===== src/rtl/decode_job_pkg.sv =====
// Shared types and constants for the decode job sequencer.
// DECODE_JOB_STATS_EN adds the STATS/STATS_TERM states used for the per-job statistics word.
package decode_job_pkg;

    localparam logic [31:0] TERMINATOR   = 32'hFFFF_FFFF;
    localparam logic [31:0] TIMEOUT_CODE = 32'hDEAD_0001;

    // Statistics word layout: {syndrome_cnt[7:0], latency[23:0]}
    localparam int STATS_CNT_LSB = 24;
    localparam int STATS_LAT_W   = 24;

    typedef enum logic [3:0] {
        ST_IDLE        = 4'd0,
        ST_FORWARD     = 4'd1,
        ST_WAIT_RESULT = 4'd2,
        ST_TAG         = 4'd3,
        ST_RESULT      = 4'd4,
        ST_TO_TAG      = 4'd5,
        ST_TO_CODE     = 4'd6,
        ST_TO_TERM     = 4'd7
`ifdef DECODE_JOB_STATS_EN
        ,
        ST_STATS       = 4'd8,
        ST_STATS_TERM  = 4'd9
`endif
    } state_t;

    function automatic logic [31:0] stats_word(input logic [7:0] cnt, input logic [STATS_LAT_W-1:0] lat);
        logic [31:0] w;
        w = 32'h0000_0000;
        w[STATS_CNT_LSB +: 8]  = cnt;
        w[0 +: STATS_LAT_W]    = lat;
        return w;
    endfunction

endpackage


===== src/rtl/decode_job_sequencer_sat_counter.sv =====
// Saturating up-counter with synchronous clear; holds at all-ones.
module sat_counter #(
    parameter int WIDTH = 16
) (
    input  logic             clk,
    input  logic             reset,
    input  logic             clear,
    input  logic             inc,
    output logic [WIDTH-1:0] count
);

    // Count register: reset and clear win over increment, increment stops at the maximum.
    always_ff @(posedge clk) begin
        if (reset || clear) begin
            count <= '0;
        end else if (inc && (count != {WIDTH{1'b1}})) begin
            count <= count + 1'b1;
        end else begin
            count <= count;
        end
    end

endmodule


===== src/rtl/decode_job_sequencer.sv =====
// One-job-at-a-time sequencer between the host word stream and the decoder FIFOs, with timeout recovery.
// Optional macro DECODE_JOB_STATS_EN replaces the forwarded decoder terminator with a stats word plus TERMINATOR.
module decode_job_sequencer
    import decode_job_pkg::*;
#(
    parameter int TIMEOUT_CYCLES = 65535
) (
    input  logic        clk,
    input  logic        reset,
    input  logic [31:0] s_data,
    input  logic        s_valid,
    output logic        s_ready,
    output logic [31:0] dec_in_data,
    output logic        dec_in_valid,
    input  logic        dec_in_ready,
    input  logic [31:0] dec_out_data,
    input  logic        dec_out_valid,
    output logic        dec_out_ready,
    output logic [31:0] m_data,
    output logic        m_valid,
    input  logic        m_ready,
    output logic        busy,
    output logic [31:0] job_count,
    output logic [15:0] timeout_count,
    output logic [15:0] stray_count
);

    localparam int              WAIT_W    = $clog2(TIMEOUT_CYCLES + 1);
    localparam logic [WAIT_W-1:0] WAIT_LAST = WAIT_W'(TIMEOUT_CYCLES - 1);

    state_t            state_r;
    state_t            state_s;
    logic [31:0]       job_id_r;
    logic [WAIT_W-1:0] wait_ctr_r;
    logic [31:0]       job_count_r;

    logic job_start_s;
    logic fwd_term_s;
    logic syn_inc_s;
    logic stray_inc_s;
    logic timeout_inc_s;
    logic job_done_s;

`ifdef DECODE_JOB_STATS_EN
    logic        res_hs_s;
    logic        lat_run_r;
    logic [15:0] syndrome_cnt_s;
    logic [23:0] latency_s;
`endif

    // Next-state and stream muxing; reset forces every handshake output inactive.
    always_comb begin
        state_s       = state_r;
        s_ready       = 1'b0;
        dec_in_data   = s_data;
        dec_in_valid  = 1'b0;
        dec_out_ready = 1'b0;
        m_data        = 32'h0000_0000;
        m_valid       = 1'b0;
        job_start_s   = 1'b0;
        fwd_term_s    = 1'b0;
        syn_inc_s     = 1'b0;
        stray_inc_s   = 1'b0;
        timeout_inc_s = 1'b0;
        job_done_s    = 1'b0;
`ifdef DECODE_JOB_STATS_EN
        res_hs_s      = 1'b0;
`endif
        if (reset) begin
            state_s = ST_IDLE;
        end else begin
            case (state_r)
                ST_IDLE: begin
                    s_ready       = 1'b1;
                    dec_out_ready = 1'b1;
                    stray_inc_s   = dec_out_valid;
                    if (s_valid && (s_data != TERMINATOR)) begin
                        job_start_s = 1'b1;
                        state_s     = ST_FORWARD;
                    end else begin
                        state_s = ST_IDLE;
                    end
                end
                ST_FORWARD: begin
                    s_ready       = dec_in_ready;
                    dec_in_valid  = s_valid;
                    dec_out_ready = 1'b1;
                    stray_inc_s   = dec_out_valid;
                    if (s_valid && dec_in_ready) begin
                        if (s_data == TERMINATOR) begin
                            fwd_term_s = 1'b1;
                            state_s    = ST_WAIT_RESULT;
                        end else begin
                            syn_inc_s = 1'b1;
                        end
                    end else begin
                        state_s = ST_FORWARD;
                    end
                end
                ST_WAIT_RESULT: begin
                    if (dec_out_valid) begin
                        state_s = ST_TAG;
                    end else if (wait_ctr_r == WAIT_LAST) begin
                        state_s = ST_TO_TAG;
                    end else begin
                        state_s = ST_WAIT_RESULT;
                    end
                end
                ST_TAG: begin
                    m_data  = job_id_r;
                    m_valid = 1'b1;
                    if (m_ready) begin
                        state_s = ST_RESULT;
                    end else begin
                        state_s = ST_TAG;
                    end
                end
                ST_RESULT: begin
`ifdef DECODE_JOB_STATS_EN
                    // The decoder terminator is consumed here and re-emitted after the stats word.
                    if (dec_out_valid && (dec_out_data == TERMINATOR)) begin
                        dec_out_ready = 1'b1;
                        state_s       = ST_STATS;
                    end else begin
                        m_data        = dec_out_data;
                        m_valid       = dec_out_valid;
                        dec_out_ready = m_ready;
                    end
                    res_hs_s = dec_out_valid && dec_out_ready;
`else
                    m_data        = dec_out_data;
                    m_valid       = dec_out_valid;
                    dec_out_ready = m_ready;
                    if (dec_out_valid && m_ready && (dec_out_data == TERMINATOR)) begin
                        job_done_s = 1'b1;
                        state_s    = ST_IDLE;
                    end else begin
                        state_s = ST_RESULT;
                    end
`endif
                end
                ST_TO_TAG: begin
                    m_data        = job_id_r;
                    m_valid       = 1'b1;
                    dec_out_ready = 1'b1;
                    stray_inc_s   = dec_out_valid;
                    if (m_ready) begin
                        state_s = ST_TO_CODE;
                    end else begin
                        state_s = ST_TO_TAG;
                    end
                end
                ST_TO_CODE: begin
                    m_data        = TIMEOUT_CODE;
                    m_valid       = 1'b1;
                    dec_out_ready = 1'b1;
                    stray_inc_s   = dec_out_valid;
                    if (m_ready) begin
                        state_s = ST_TO_TERM;
                    end else begin
                        state_s = ST_TO_CODE;
                    end
                end
                ST_TO_TERM: begin
                    m_data        = TERMINATOR;
                    m_valid       = 1'b1;
                    dec_out_ready = 1'b1;
                    stray_inc_s   = dec_out_valid;
                    if (m_ready) begin
                        timeout_inc_s = 1'b1;
                        state_s       = ST_IDLE;
                    end else begin
                        state_s = ST_TO_TERM;
                    end
                end
`ifdef DECODE_JOB_STATS_EN
                ST_STATS: begin
                    m_data  = stats_word(syndrome_cnt_s[7:0], latency_s);
                    m_valid = 1'b1;
                    if (m_ready) begin
                        state_s = ST_STATS_TERM;
                    end else begin
                        state_s = ST_STATS;
                    end
                end
                ST_STATS_TERM: begin
                    m_data  = TERMINATOR;
                    m_valid = 1'b1;
                    if (m_ready) begin
                        job_done_s = 1'b1;
                        state_s    = ST_IDLE;
                    end else begin
                        state_s = ST_STATS_TERM;
                    end
                end
`endif
                default: begin
                    state_s = ST_IDLE;
                end
            endcase
        end
    end

    // State register.
    always_ff @(posedge clk) begin
        if (reset) begin
            state_r <= ST_IDLE;
        end else begin
            state_r <= state_s;
        end
    end

    // Job ID is captured from the first word of each job and held for the tag.
    always_ff @(posedge clk) begin
        if (reset) begin
            job_id_r <= 32'h0000_0000;
        end else if (job_start_s) begin
            job_id_r <= s_data;
        end else begin
            job_id_r <= job_id_r;
        end
    end

    // Result wait timer, restarted by the forwarded terminator.
    always_ff @(posedge clk) begin
        if (reset || fwd_term_s) begin
            wait_ctr_r <= '0;
        end else if ((state_r == ST_WAIT_RESULT) && !dec_out_valid) begin
            wait_ctr_r <= wait_ctr_r + 1'b1;
        end else begin
            wait_ctr_r <= wait_ctr_r;
        end
    end

    // Completed-job counter, wraps.
    always_ff @(posedge clk) begin
        if (reset) begin
            job_count_r <= 32'h0000_0000;
        end else if (job_done_s) begin
            job_count_r <= job_count_r + 32'd1;
        end else begin
            job_count_r <= job_count_r;
        end
    end

    assign job_count = job_count_r;
    assign busy      = (state_r != ST_IDLE) && !reset;

    sat_counter #(.WIDTH(16)) u_timeout_cnt (
        .clk   (clk),
        .reset (reset),
        .clear (1'b0),
        .inc   (timeout_inc_s),
        .count (timeout_count)
    );

    sat_counter #(.WIDTH(16)) u_stray_cnt (
        .clk   (clk),
        .reset (reset),
        .clear (1'b0),
        .inc   (stray_inc_s),
        .count (stray_count)
    );

`ifdef DECODE_JOB_STATS_EN
    // Latency window runs from the forwarded terminator to the first result handshake (inclusive).
    always_ff @(posedge clk) begin
        if (reset) begin
            lat_run_r <= 1'b0;
        end else if (fwd_term_s) begin
            lat_run_r <= 1'b1;
        end else if (res_hs_s) begin
            lat_run_r <= 1'b0;
        end else begin
            lat_run_r <= lat_run_r;
        end
    end

    sat_counter #(.WIDTH(16)) u_syndrome_cnt (
        .clk   (clk),
        .reset (reset),
        .clear (job_start_s),
        .inc   (syn_inc_s),
        .count (syndrome_cnt_s)
    );

    sat_counter #(.WIDTH(24)) u_latency_cnt (
        .clk   (clk),
        .reset (reset),
        .clear (fwd_term_s),
        .inc   (lat_run_r && ((state_r == ST_WAIT_RESULT) || (state_r == ST_TAG) || (state_r == ST_RESULT))),
        .count (latency_s)
    );
`endif

endmodule


===== config.mk =====
export PLATFORM = sky130hd
export DESIGN_NAME = decode_job_sequencer
export DESIGN_NICKNAME = d
export VERILOG_FILES = /design/src/rtl/decode_job_pkg.sv /design/src/rtl/decode_job_sequencer_sat_counter.sv /design/src/rtl/decode_job_sequencer.sv
export SDC_FILE = /design/constraint.sdc
export NUM_CORES = 1
export LEC_CHECK = 0
export CAP_MARGIN = 25
export CORE_UTILIZATION = 48
export CTS_BUF_LIST = sky130_fd_sc_hd__clkbuf_8
export CTS_CLUSTER_DIAMETER = 200
export DETAILED_ROUTE_END_ITERATION = 8
export PLACE_DENSITY = 0.83
export SYNTH_ARGS = -nofsm -noshare
export SYNTH_HDL_FRONTEND = slang
export SYNTH_SLANG_ARGS = --single-unit

===== constraint.sdc =====
create_clock -name clk -period 3.06 [get_ports clk]
set_input_delay 0.918 -clock clk [delete_from_list [all_inputs] [get_ports clk]]
set_output_delay 0.918 -clock clk [all_outputs]
set_load 0.01 [all_outputs]

* Word-level counts from Yosys, hierarchy flattened
Index checks and enable logic that the tools add are counted.
** Storage, ports and cells
- Register bits after elaboration :: 116
- Bits of input ports :: 70
** Operators by class
- Mux-type cells :: 36
- Add/sub/neg operators :: 4
- Eq/ne operators :: 14
- Reductions and logical operators :: 16
** Operators by type and width (number)
- $pmux W32 S4 :: 1
- $eq A32 B32 Y1 const B :: 2
- $add A16 B1 Y16 const B :: 3
- $add A32 B1 Y32 const B :: 1
- $mux W32 :: 1
- $ne A16 B16 Y1 const B :: 2
- $ne A32 B32 Y1 const B :: 1
- $pmux W4 S8 :: 1
- $mux W1 :: 22
- $eq A16 B16 Y1 const B :: 1
- $eq A4 B3 Y1 const B :: 4
- $mux W3 :: 5
- $eq A4 B2 Y1 const B :: 2
- $logic_and A1 B1 Y1 :: 8
- $mux W4 :: 2
- $pmux W1 S2 :: 3
- $reduce_or A5 Y1 :: 1
- $eq A4 B1 Y1 const B :: 1
- $logic_not A4 Y1 :: 1
- $reduce_bool A4 Y1 :: 1
- $reduce_or A4 Y1 :: 1
- $ne A3 B3 Y1 const B :: 1
- $logic_not A1 Y1 :: 2
- $mux W2 :: 1
- 2 further kinds :: 2

* Logic depth before layout (Yosys ltp)
Gate-level depths: netlist of run 1.
- Word-level depth :: 6
- Depth in mapped cells :: 8

* By module
Synthesis of run 1 repeated with hierarchy kept, for this count alone.
** Unflattened totals
- Cells, all modules :: 802
- Area total of the unflattened synthesis :: 6532.5 um2
** Modules (own cells, without submodules)
- decode_job_sequencer :: cells an instance 612, seq. area each 1661.6 um2, times used 1, area an instance 4838.4 um2
- sat_counter :: cells an instance 95, seq. area each 320.3 um2, times used 2, area an instance 847.1 um2

* Worst setup path before layout of run 1
No wires, ideal clock.
- Path kind :: input to output
- Start point :: input reset
- End point :: output busy
- Path slack :: 0.193 ns
- Cell stages on the path :: 4
- Arrival :: 1.949 ns
- Data required time :: 2.142 ns
- Cells stage by stage :: clkbuf_1 > clkbuf_1 > clkbuf_1 > nor2_1
** On the way
- Longest elaborated chain between the ends :: 2
** Ends and longest elaborated chain
- start, declared :: line decode_job_sequencer.sv:9 : input logic reset,
- $logic_not A1 Y1 :: line decode_job_sequencer.sv:247 : assign busy = (state_r != ST_IDLE) && !reset;
- $logic_and A1 B1 Y1 :: line decode_job_sequencer.sv:247
- end, declared :: line decode_job_sequencer.sv:22 : output logic busy,
No other way between the ends.

* Worst setup path in the final report of run 1
- Start point :: register state_r[0]
- End point :: output m_data[1]
** On the way
- Longest elaborated chain between the ends :: 4
- Elaborated cells between the ends (all ways) :: 8
- Classes of those cells :: eq/ne: 5; mux: 2; reduce/logical: 1
** Ends and longest elaborated chain
- start, declared :: line decode_job_sequencer.sv:31 : state_t state_r;
- start signal, assigned :: line decode_job_sequencer.sv:209 : state_r <= state_s;
- $eq A4 B3 Y1 / $eq A4 B2 Y1 (equally long branches) :: line decode_job_sequencer.sv:72 : case (state_r)
- $reduce_or A2 Y1 (no source line)
- $pmux W32 S4 (*) :: line decode_job_sequencer.sv:72
- $mux W32 (*) :: line decode_job_sequencer.sv:69 : if (reset) begin
- end, declared :: line decode_job_sequencer.sv:19 : output logic [31:0] m_data,
Every way passes the cells marked *; elsewhere a longest branch is shown, timed or not.

==> results of run 1 <==
==> cell usage in the layout, fill, tap and decap left out, drive strengths merged, types with 6 or more instances in the layout <==
cell type	count
a21oi	65
maj3	14
buf	83
nand3	27
or4	9
o21ai	28
nand2	44
o31ai	9
clkbuf	20
nor4	17
xor2	16
and3	6
dlygate4sd2	33
nor3	16
xnor2	18
clkdlybuf4s50	163
a22oi	20
nor2	118
or3	23
dfxtp	115
inv	20
nand2b	14
mux2i	36
a21o	6
nand4	41
==> how the worst min path moves through the flow <==
stage	cells after the start	start	to	slack (ns)
2_1_floorplan	2	job_id_r[0]	job_id_r[0]	0.46
3_3_place_gp	1	u_timeout_cnt.count[6]	u_timeout_cnt.count[6]	0.46
3_5_place_dp	2	job_id_r[8]	job_id_r[8]	0.49
4_1_cts	2	job_id_r[3]	job_id_r[3]	0.51
5_1_grt	2	job_id_r[18]	job_id_r[18]	0.52
6_report	2	job_id_r[12]	job_id_r[12]	0.51
==> Yosys cell counts (all sizes together) (2+ instances only) <==
master and number:
a221oi 3, nand4b 2, o311a 2, inv 16, ha 5, or2 4, nor4 17, or4 9
buf 42, and2 3, or3 23, clkinv 2, maj3 14, a21o 6, o21ai 28, nor2 118
and3 6, mux2i 36, xor2 16, mux2 2, dfxtp 115, nor3 16, nand2b 14, or4b 3
and4 4, a31oi 2, clkbuf 30, xnor2 18, nor2b 4, o311ai 3, a22oi 20, o21a 3
nand4 41, o31ai 9, a21oi 65, nand2 44, nand3 27, a211oi 5
==> layer usage <==
| metal | up-vias | global-route usage | wire [um] |
|---|---|---|---|
| met1 | 3205 | 0.3445 | 8008 |
| li1 | 3310 | - | - |
| met2 | 286 | 0.5008 | 9722 |
| met5 | - | 0 | 0 |
| met3 | 41 | 0.07878 | 1532 |
| met4 | 0 | 0.1249 | 535 |
==> repair_timing <==
item                                    in CTS  in global routing
buffers inserted                             0                  1
resized for setup                           46                 13
endpoints found under the setup margin      36                 10
endpoints found under the hold margin        0                  0
cloned                                       1                  0
pin swaps                                    1                  2
==> per-stage QoR <==
stage,instances,power [mW],util,setup slack (ns)
3_3_place_gp,1173,2.111,0.6923,-0.3373
2_1_floorplan,791,1.845,-,0.1935
5_1_grt,1206,3.634,0.7233,0.004385
6_report,1206,3.503,0.7233,0.06986
4_1_cts,1205,3.510,0.7220,0.002709
3_5_place_dp,1173,2.118,0.6923,-0.3535
==> report_power, final <==
part	switching [mW]	internal, mW
combinational	0.252	0.270
sequential	0.0333	1.54
clock	0.682	0.728
==> kinds of logic after synthesis <==
group | synth area share
compound gates | 0.1512
xor+xnor | 0.04673
fa+ha+maj | 0.03181
buf+inv | 0.07343
flops | 0.3613
mux | 0.06008
simple gates | 0.2755
==> area by class of cell <==
class | instances | area (um^2)
Multi-Input combinational cell | 586 | 3642
Fill cell | 964 | 3535
Timing Repair Buffer | 284 | 2620
Sequential cell | 115 | 2305
Clock buffer | 17 | 234.0
Tap cell | 172 | 215.2
Clock inverter | 14 | 155.1
Inverter | 18 | 67.56
==> flip-flops by register name (all words and copies together), names as in the netlist <==
signal and count:
u_timeout_cnt.count 16, wait_ctr_r 16, u_stray_cnt.count 16, job_count 32
job_id_r 32, state_r 3
==> worst max-delay path: stages (launching register included) <==
cell           delay [ns]
dfxtp_2              0.44
nand2b_2             0.21
nor2_4               0.06
buf_4                0.14
buf_6                0.13
a22oi_1              0.29
nor2_1               0.08
dlygate4sd2_1        0.29
==> results.tsv, run 1 <==
metric	value	unit
R2R setup slack	0.67	ns
Critical R2R Capture	job_count[17]	
share of cells above drive strength 1	0.1412	
routability cong.	0.9052	
vias per cell	5.673	
Critical Path Source Type	flip-flop	
vias in the first global route	6340	
outcome	finished clean	
Max VDD drop	0.0002163	V
Worst Skew	0.01543	ns
PwrDens	379.2	mW/mm^2
TritonRoute pass-1 iters	6	
diodes inserted	0	
Post-Syn Instances	791	
Nets	1097	
area post-placement	0.008843	mm^2
Slew Viols, Final	0	
crit path kind	flip-flop to output port	
# setup viols final	0	
drt total wl	19800	um
synth-to-layout area growth	44.98	%
WP data required	2.14	ns
RSZ-0062 raised after global routing	no	
die height	117.2	um
number of flops mapped to enable cells by yosys	0	
WHS	0.5075	ns
global route overflow	0	
cts-stage hold buffer count	0	
cell taking the most area after synthesis	dfxtp_1	
final hold vios	0	
Core Footprint	0.01277	mm^2
worst-skew pair later-pin latency	0.44	ns
IO Count	203	
synth warn	0	
Syn Area/Cell	8.056	um^2
Worst Reg-to-Reg Cells	7	
synthesis-stage register bit count	115	
Iter 0 DRT Violations	576	
post-DR wirelength/cell	16.42	um
CP Capture Point	m_data[1]	
Syn Nets	866	
Leakage	3.475	nW
setup TNS	0	ns
CP arrival	2.07	ns
synth unique cells	60	
CP Launch Point	state_r[0]	
CTS buffer count	17	
Port Buffers	202	
die area	0.01374	mm^2
r2r startpoint	state_r[0]	
Remaining DRCs	0	
Clk pin slew, worst setup/hold paths	0.07	ns
Final Cycle Share	0.9772	
min Tclk post-route	2.990	ns
Post-DP HPWL	14530	um
maximum root-to-sink buffer count	2	
Synth area leaders	dfxtp_1, nor2_1, mux2i_1	
Die X	117.2	um
crit path capture type	output port	
initial core utilization	0.4989	
Main synth FF type	dfxtp_1	
sequential fraction of the synthesis area	0.3613	
Rows	41	
Slew headroom	0.6699	
CTS tree	done	
Max Cap Viol	0	
pin count of the biggest net entering global routing	50	
Least-Margin Pin Slew	0.4907	ns
GRT Util Overall	0.2927	
DRT antenna net count	0	
clock root buffer	clkbuf_8	
CTS Sinks	115	
first-pass GRT wire length	31060	um
Max H-tree Level	4	
routed vias	6842	
async set-reset flop share out of synthesis	0	
post-route cell area	0.009239	mm^2
HP Class	flip-flop to flip-flop	
share of the synthesized area in the top cell type	0.3613	
Achievable Freq	334.4	MHz
Syn Std Cell Area	0.006372	mm^2
initial antenna violation count	0	
CP Max Fanout	9	
Power figures use the tool's default switching activity.
==> run 2: changes to the inputs <==
CORE_MARGIN = 2   (was default)
MAX_ROUTING_LAYER = met4   (was default)
RECOVER_POWER = 25   (was default)
==> results.tsv, run 2 (synthesis gave the netlist of run 1 again) <==
metric	value	unit
Clk pwr share	0.353	
P_sw	0.8203	mW
Flop pwr share	0.486	
CP arrival	2.10	ns
CTS Sinks	115	
CTS buffer count	17	
Post-CTS Setup Bufs	0	
Max VDD drop	0.0002194	V
clock root buffer	clkbuf_8	
diodes inserted	0	
Worst Reg-to-Reg Cells	6	
Max Cap Viol	0	
global route overflow	0	
initial core utilization	0.4870	
Power Total	3.227	mW
crit path kind	input port to output port	
crit path capture type	output port	
share of cells above drive strength 1	0.1197	
most common library cell in the layout ignoring fill and taps	clkdlybuf4s50_1	
vias per cell	5.723	
Core Footprint	0.01309	mm^2
# setup viols final	0	
final hold vios	0	
TritonRoute pass-1 iters	5	
Rows	42	
Critical Path Source Type	input port	
Slew headroom	0.6605	
Worst Skew	0.005636	ns
setup TNS	0	ns
Switching Fraction	0.2542	
gr busiest metal	met2	
final core occ	0.6979	
Remaining DRCs	0	
RSZ-0062 raised after global routing	no	
Nets	1089	
Port Buffers	202	
Iter 0 DRT Violations	697	
drt total wl	19740	um
IO Count	203	
post-DR wirelength/cell	16.52	um
Post-DP HPWL	14760	um
GRT Util Overall	0.2823	
final setup margin	0.04386	ns
HP Class	flip-flop to flip-flop	
most frequent cells in the layout	clkdlybuf4s50_1, nor2_1, dfxtp_1, buf_4, a21oi_1	
Leakage	3.667	nW
Clk pin slew, worst setup/hold paths	0.06	ns
vias in the first global route	6321	
outcome	finished clean	
PwrDens	353.4	mW/mm^2
Final Cycle Share	0.9857	
CP Max Fanout	2	
Cells after DPL	1171	
Die X	119.2	um
Least-Margin Pin Slew	0.5053	ns
die height	119.2	um
first-pass GRT wire length	31430	um
Hold Path Cell Cnt	1	
cell internal pwr	2.407	mW
DRT antenna net count	0	
worst-skew pair later-pin latency	0.43	ns
routed vias	6839	
pin count of the biggest net entering global routing	47	
maximum root-to-sink buffer count	2	
min Tclk post-route	3.016	ns
combinational power share	0.160	
CTS tree	done	
pre-CTS WS	-0.3258	ns
GR Layer Usage met2	0.4630	
cts-stage hold buffer count	0	
synth-to-layout area growth	43.31	%
Max H-tree Level	4	
Slew Viols, Final	0	
die area	0.01421	mm^2
routability cong.	0.9132	
met3 global-route usage	0.05891	
met1 usage	0.3335	
WP data required	2.14	ns
Achievable Freq	331.6	MHz
initial antenna violation count	0	
Non-Filler Instances	1195	
[run 2: path summary, 6_finish.rpt]
check,startpoint,to,slack (ns)
max,dec_out_data[0],m_data[0],0.04
min,u_timeout_cnt.count[6],u_timeout_cnt.count[6],0.49
min reg2reg,u_timeout_cnt.count[6],u_timeout_cnt.count[6],0.49
max reg2reg,state_r[0],job_count[27],0.69
[run 2: what timing repair did]
item | in CTS | in global routing
gates resized for setup | 29 | 21
pin swaps | 0 | 1
endpoints found under the setup margin | 28 | 14
[run 2: layout make-up]
cell class                 count  area [um^2]
fill                        1020         3953
multi-input combinational    586         3627
timing repair buffer         276         2605
sequential                   115         2307
clock buffer                  21        289.0
tap                          176        220.2
inverter                      18        71.32
clock inverter                 3        12.51
[run 2: worst max-delay path: stages]
cell and delay [ns]:
clkdlybuf4s50_1 0.48, nand2b_1 0.10, a21oi_1 0.16, a21oi_1 0.06, nor2_1 0.12, clkdlybuf4s15_1 0.26
[run 2: routing by layer]
metal	vias to the layer above	share of wire
met4	0	0.031
li1	3275	-
met2	286	0.50
met5	-	0
met3	52	0.061
met1	3226	0.41
[run 2: power by group through the flow]
stage | clock network (mW) | registers [mW] | logic, mW
floorplan | 0 | 1.59 | 0.254
global placement | 0 | 1.60 | 0.511
detailed placement | 0 | 1.60 | 0.515
CTS | 1.16 | 1.57 | 0.514
global route | 1.23 | 1.57 | 0.553
finish | 1.14 | 1.57 | 0.518
[run 2: stage by stage]
stage,hold slack (ns),area (um^2)
3_3_place_gp,0.4641,8831
2_1_floorplan,0.4607,6372
4_1_cts,0.4890,9105
6_report,0.4929,9133
5_1_grt,0.5362,9133
3_5_place_dp,0.4741,8831
